==> src/rtl/mac_stream_engine.sv <==
// Two-stage elastic multiply/shift/saturate datapath between the a-source and d-sink streamers.
// Counts accepted outputs per tile and pulses tile_done_o on the handshake that completes a tile.
module mac_stream_engine #(
    parameter int DATA_W = 32,
    parameter int MU_W   = 16,
    parameter int CNT_W  = 16
) (
    input  logic              clk_i,
    input  logic              rst_ni,
    input  logic              clear_i,
    input  logic              enable_i,
    input  logic [CNT_W-1:0]  len_i,
    input  logic [MU_W-1:0]   mu_i,
    input  logic [4:0]        shift_i,
    input  logic [DATA_W-1:0] a_data_i,
    input  logic              a_valid_i,
    output logic              a_ready_o,
    output logic [DATA_W-1:0] d_data_o,
    output logic              d_valid_o,
    input  logic              d_ready_i,
    output logic [CNT_W-1:0]  cnt_out_o,
    output logic              tile_done_o
);

    localparam int PROD_W = DATA_W + MU_W;
    localparam logic signed [PROD_W-1:0] SAT_MAX = {{(MU_W + 1){1'b0}}, {(DATA_W - 1){1'b1}}};
    localparam logic signed [PROD_W-1:0] SAT_MIN = {{(MU_W + 1){1'b1}}, {(DATA_W - 1){1'b0}}};

    logic                     r_s1_vld;
    logic signed [PROD_W-1:0] r_s1_prod;
    logic [4:0]               r_s1_shift;
    logic                     r_s2_vld;
    logic [DATA_W-1:0]        r_d_data;
    logic [CNT_W-1:0]         r_cnt;

    logic                     w_s2_adv;
    logic                     w_a_hs;
    logic                     w_d_hs;
    logic [CNT_W-1:0]         w_cnt_next;
    logic [PROD_W-1:0]        w_a_ext;
    logic [PROD_W-1:0]        w_mu_ext;
    logic signed [PROD_W-1:0] w_prod;
    logic signed [PROD_W-1:0] w_shifted;
    logic [DATA_W-1:0]        w_sat;

    // Valid/ready: a word moves across an interface in the cycle where valid and ready
    // are both high at the rising edge; valid never drops until that happens.
    assign w_s2_adv   = enable_i & r_s1_vld & (~r_s2_vld | d_ready_i);
    assign a_ready_o  = rst_ni & enable_i & (len_i != '0) & (~r_s1_vld | w_s2_adv);
    assign w_a_hs     = a_valid_i & a_ready_o;
    assign w_d_hs     = r_s2_vld & d_ready_i;
    assign w_cnt_next = (r_cnt == len_i) ? CNT_W'(1) : r_cnt + CNT_W'(1);

    // Product carried at full width so saturation sees the true value.
    assign w_a_ext   = {{MU_W{a_data_i[DATA_W-1]}}, a_data_i};
    assign w_mu_ext  = {{DATA_W{mu_i[MU_W-1]}}, mu_i};
    assign w_prod    = $signed(w_a_ext) * $signed(w_mu_ext);
    assign w_shifted = r_s1_prod >>> r_s1_shift;

    always_comb begin
        w_sat = w_shifted[DATA_W-1:0];
        if (w_shifted > SAT_MAX) begin
            w_sat = {1'b0, {(DATA_W - 1){1'b1}}};
        end else if (w_shifted < SAT_MIN) begin
            w_sat = {1'b1, {(DATA_W - 1){1'b0}}};
        end
    end

    always_ff @(posedge clk_i or negedge rst_ni) begin
        if (!rst_ni) begin
            r_s1_vld   <= 1'b0;
            r_s1_prod  <= '0;
            r_s1_shift <= '0;
            r_s2_vld   <= 1'b0;
            r_d_data   <= '0;
            r_cnt      <= '0;
        end else if (clear_i) begin
            r_s1_vld <= 1'b0;
            r_s2_vld <= 1'b0;
            r_cnt    <= '0;
        end else begin
            if (w_a_hs) begin
                r_s1_vld   <= 1'b1;
                r_s1_prod  <= w_prod;
                r_s1_shift <= shift_i;
            end else if (w_s2_adv) begin
                r_s1_vld <= 1'b0;
            end
            // A presented output still drains while frozen; only refill needs enable_i.
            if (w_s2_adv) begin
                r_s2_vld <= 1'b1;
                r_d_data <= w_sat;
            end else if (w_d_hs) begin
                r_s2_vld <= 1'b0;
            end
            if (w_d_hs) begin
                r_cnt <= w_cnt_next;
            end
        end
    end

    assign d_data_o    = r_d_data;
    assign d_valid_o   = r_s2_vld;
    assign cnt_out_o   = r_cnt;
    assign tile_done_o = w_d_hs & ~clear_i & (w_cnt_next == len_i);

endmodule
==> config.mk <==
export PLATFORM = sky130hd
export DESIGN_NAME = mac_stream_engine
export DESIGN_NICKNAME = d
export VERILOG_FILES = /design/src/rtl/mac_stream_engine.sv
export SDC_FILE = /design/constraint.sdc
export NUM_CORES = 2
export LEC_CHECK = 0
export ABC_AREA = 0
export CORE_MARGIN = 5
export CORE_UTILIZATION = 56
export CTS_CLUSTER_SIZE = 10
export DETAILED_ROUTE_END_ITERATION = 16
export PLACE_DENSITY = 0.78
export SYNTH_ARGS = -nofsm -noshare
export SYNTH_HDL_FRONTEND = slang
export SYNTH_SLANG_ARGS = --single-unit
==> constraint.sdc <==
create_clock -name clk_i -period 3.1 [get_ports clk_i]
set_clock_uncertainty 0.05 [all_clocks]
set_input_delay 0.775 -clock clk_i [delete_from_list [all_inputs] [get_ports clk_i]]
set_output_delay 0.775 -clock clk_i [all_outputs]
set_load 0.02 [all_outputs]
# Word-level counts from Yosys, hierarchy flattened
# Cells that the tools add are included.
dict set report word_totals {
  regBits 103
  latchBits 0
  ramBits 0
  rom_bits 0
  input_bits 75
  output_inout_bits 51
  wordCells 44
  n_memories 0
}
dict set report op_classes {
  n_addsub 1
  n_mul 1
  n_div 0
  order_cmp 2
  eq_ne 2
  shifts 1
  muxes 11
  bitwise 14
  n_reduce_logical 6
}
# operator count
set op_table {}
lappend op_table {{$mux 32} 2}
lappend op_table {{$gt 48x32->1 const B} 1}
lappend op_table {{$lt 48x32->1 const B} 1}
lappend op_table {{$mul 32x16->48} 1}
lappend op_table {{$mux 16} 3}
lappend op_table {{$sshr 48x5->48} 1}
lappend op_table {{$eq 16x16->1} 2}
lappend op_table {{$add 16x1->16 const B} 1}
lappend op_table {{$reduce_bool 16->1} 1}
lappend op_table {{$and 1x1->1} 9}
lappend op_table {{$mux 1} 6}
lappend op_table {{$reduce_bool 3->1} 2}
lappend op_table {{$reduce_and 2->1} 2}
lappend op_table {{$not 1->1} 3}
lappend op_table {{$or 1x1->1} 2}
lappend op_table {{$reduce_bool 2->1} 1}

# Depth between registers and ports, before layout
dict set report logic_depth {
  depth_word 8
  ltp_mapped 25
  mapped_depth_nobuf 24
}

# Worst setup path after synthesis
# Ideal clock, no wire load.
dict set report synth_timing {
  path_kind {input-to-reg}
  from {in mu_i[1]}
  to {reg r_s1_prod[47]}
  arrival_time_ps 6321
  slack_ps -3366
  stages 22
  n_path_buf 2
  path_cell_list {clkbuf_1 -> nand2_1 -> fa_1 -> fa_1 -> fa_1 -> inv_1 -> fa_1 -> fa_1 -> inv_1 -> fa_1 -> inv_1 -> ha_1 -> clkbuf_1 -> a21oi_1 -> a21oi_1 -> a211oi_1 -> nor2_1 -> a311oi_4 -> o21ai_1 -> a211oi_2 -> nor3_1 -> o31ai_1}
}
dict set report synth_between {
  elab_chain_cells 1
}
# item line
set synth_lines {}
lappend synth_lines {{start, declared} 13} ;# input logic [MU_W-1:0] mu_i,
lappend synth_lines {{$mul 32x16->48} 57} ;# assign w_prod = $signed(w_a_ext) * $signed(w_mu_ext);
lappend synth_lines {{end signal, assigned} 84} ;# r_s1_prod <= w_prod;
lappend synth_lines {{end, declared} 30} ;# logic signed [PROD_W-1:0] r_s1_prod;
# No other way between the ends.
# A chain may end at the register's enable or synchronous reset.

# Final worst setup path
dict set report layout_timing {
  from {in mu_i[14]}
  to {reg r_s1_prod[39]}
}
# Same word-level chain as after synthesis.

==> impl_metrics.yaml <==
run_status:
  status: "finished with violations"
  failed_checks: "negative setup slack"
timing:
  finalSetupTns_ns: -123.14
  slew_violations: 0
  setup_viol: 53
  postLayoutSetupSlackWorst_ns: -3.44
  slew_headroom: 0.442
  hold_violations: 0
  rsz0062_at_grt: "yes"
  tightest_slew_ns: 0.838
  max_freq_ghz: 0.153
  fin_crit_ns: 6.54
  min_period_over_period: 2.11
critical_path:
  crit_buf_inv: 6
  r2r_setup_slack_ns: -0.06
  cp.required_ns: 3.29
  crit_chain: "buf_2 > buf_6 > buf_4 > and2_4 > fa_1 > fa_1 > fa_1 > fa_1 > fa_1 > inv_2 > fa_1 > inv_2 > ha_4 > a21oi_4 > inv_2 > o211ai_1 > a31oi_4 > a311oi_4 > o211ai_1 > a21oi_2 > xnor2_1 > mux2_4"
  crit_top_cell: "fa_1"
  crit_family: "adder cells"
  r2r_end: "d_data_o[5]"
  worst_setup_path_end_kind: "flop"
  worstReg2RegStart: "r_s1_shift[0]"
  path_max_fanout: 7
  slowest_delay_ns: 0.59
  arrival_ns: 6.73
  cp.depth: 22
  ff2ff_path_depth: 13
  slowest_stage: "fa_1"
  critPathKind: "in2reg"
  crit_path_start_kind: "input port"
global_routing:
  grt_pass1_wl_mm: 133
  grt_overflow: 0
  antenna_found_initial: 4
  grt_pass1_vias: 25000
  grtUsageTotal: 0.334
  grt_max_degree: 66
cts:
  cts_tree: "built"
  numCtsBuffers: 9
  cts.clk_slew.worst_paths_ns: 0.07
  clock_sinks: 103
  cts_root_buffer: "clkbuf_16"
  cts_buffer_depth: 2
  clock_latency_ns: 0.35
  cts_max_level: 3
  hold_buffers: 0
floorplanning:
  die_w_um: 222
  dieArea_um2: 49400
  ios: 126
  fp.coreArea_um2: 44400
  die_y_um: 222
  core.rowCount: 77
  initial_core_util: 0.568
placed_design:
  place.port_buffers: 125
  detailedPlace.worstSlack_ns: -3.99
  dpl.cell_count: 3816
  gp_congestion: 0.922
  postPlaceCellArea_um2: 30400
  dp_hpwl_mm: 57.5
synthesis:
  avgSynthCellArea_um2: 8.75
  syn-num-nets: 3557
  synth.largest_area_cell: "fa_1"
  syn-cell-area_um2: 25200
  synth_edf_count: 0
  yosysUniqueCellTypes: 66
  seq_area_frac_synth: 0.102
  ys_seq_elements: 103
  synth_flop_cell: "dfrtp_1"
  synth.top_cell.area_share: 0.386
  syn_inst: 2881
  async_flop_share: 1.00
  synth.area.top_cells: "fa_1 (39%), dfrtp_1 (10%), inv_1 (8.7%)"
  yosysWarnings: 0
detailed_routing:
  routedWlPerCell_um: 22.3
  drt_iter0_markers: 2319
  finalWirelength_mm: 89.4
  drcViolationCount: 0
  num_vias: 23600
  drt_first_pass_iters: 7
  routed_via_density: 5.90
  antenna_left: 0
job:
  drv_cap: 0
finish:
  stdcell_area_um2: 34200
  final_cells: 4007
  drive_above_1_share: 0.305
  areaGrowthSynthToFinish_pct: 35.6
  fin_nets: 4084
worst_hold_path:
  holdCritPathClass: "in2async"
[logic make-up (layout without fill, tap and decap cells)]
logic type / Yosys count / count (layout) / synth area share
and+or+nand+nor: 896 / 896 / 0.165
buffers and inverters: 743 / 1273 / 0.112
adders and majority gates: 601 / 601 / 0.443
AOI/OAI and AO/OA: 347 / 349 / 0.0874
muxes: 105 / 105 / 0.0602
DFF: 103 / 103 / 0.102
xor gates and xnor gates: 86 / 86 / 0.0299
other: 0 / 2 / 0
[worst max-delay path by stage]
stage	start	end
after floorplan	mu_i[3]	r_s1_prod[39]
after global placement	a_data_i[21]	r_s1_prod[44]
after detailed placement	a_data_i[21]	r_s1_prod[44]
after CTS	a_data_i[6]	r_s1_prod[39]
after global routing	a_data_i[13]	r_s1_prod[39]
final	mu_i[14]	r_s1_prod[39]
[metrics by stage]
stage	util	hold WS (ns)
after floorplan	-	0.395
after global placement	0.684	0.433
after detailed placement	0.684	0.442
after CTS	0.747	0.432
after global routing	0.770	0.461
final	0.770	0.427
[layer usage]
metal  vias up  share of wire  track usage
li1       9928              -            -
met1     11500           0.35        0.411
met2      1627           0.47        0.551
met3       584           0.10       0.0814
met4         0          0.078        0.172
met5         -              0            0
[layout by cell type, fill, tap and decap left out, types with 19 or more instances in the layout]
cell type,synthesis,layout
inv_1,587,537
fa_1,486,427
nand2_1,437,409
buf_4,1,391
and2_1,210,161
nor2_1,139,127
dfrtp_1,103,99
buf_6,4,97
ha_1,115,66
fa_2,0,59
clkdlybuf4s50_1,0,59
a21oi_1,82,55
inv_2,0,50
and2_4,0,49
o21ai_0,96,49
o21ai_1,16,47
ha_4,0,45
mux2i_1,43,41
buf_12,0,40
xnor2_1,54,38
mux4_2,32,33
o22a_1,31,31
xor2_1,32,29
mux2_2,26,24
a21o_1,23,23
a21oi_2,0,21
nand2_2,0,19
[registers in the layout (all words and copies together) (netlist names)]
name / flops
r_s1_vld: 1
d_data_o: 32
r_s1_shift: 5
cnt_out_o: 16
r_s1_prod: 48
d_valid_o: 1
[synthesized netlist by cell type (all sizes together) (32+ instances only)]
library cell / instances
a21oi: 82
and2: 210
clkbuf: 132
dfrtp: 103
fa: 486
ha: 115
inv: 588
mux2i: 43
mux4: 34
nand2: 437
nor2: 139
o21ai: 112
xnor2: 54
xor2: 32
[repair_timing]
action                                  4_1_cts  5_1_grt
buffers inserted                            107       41
pin swaps                                   214      175
endpoints found under the setup margin       79       78
gates cloned                                 28        2
gates resized for setup                     484      201
[area by class of cell]
| cell class | instances | area, um2 |
|---|---|---|
| Fill cell | 2689 | 10200 |
| Timing Repair Buffer | 669 | 6660 |
| Multi-Input combinational cell | 2037 | 21700 |
| Antenna cell | 2 | 5.00 |
| Clock inverter | 6 | 51.3 |
| Tap cell | 592 | 741 |
| Sequential cell | 103 | 2580 |
| Inverter | 588 | 2210 |
| Clock buffer | 10 | 239 |
Power is left out: the tool's default activity adds up to more than one toggle a clock period on the data nets, which glitch-free logic cannot reach.
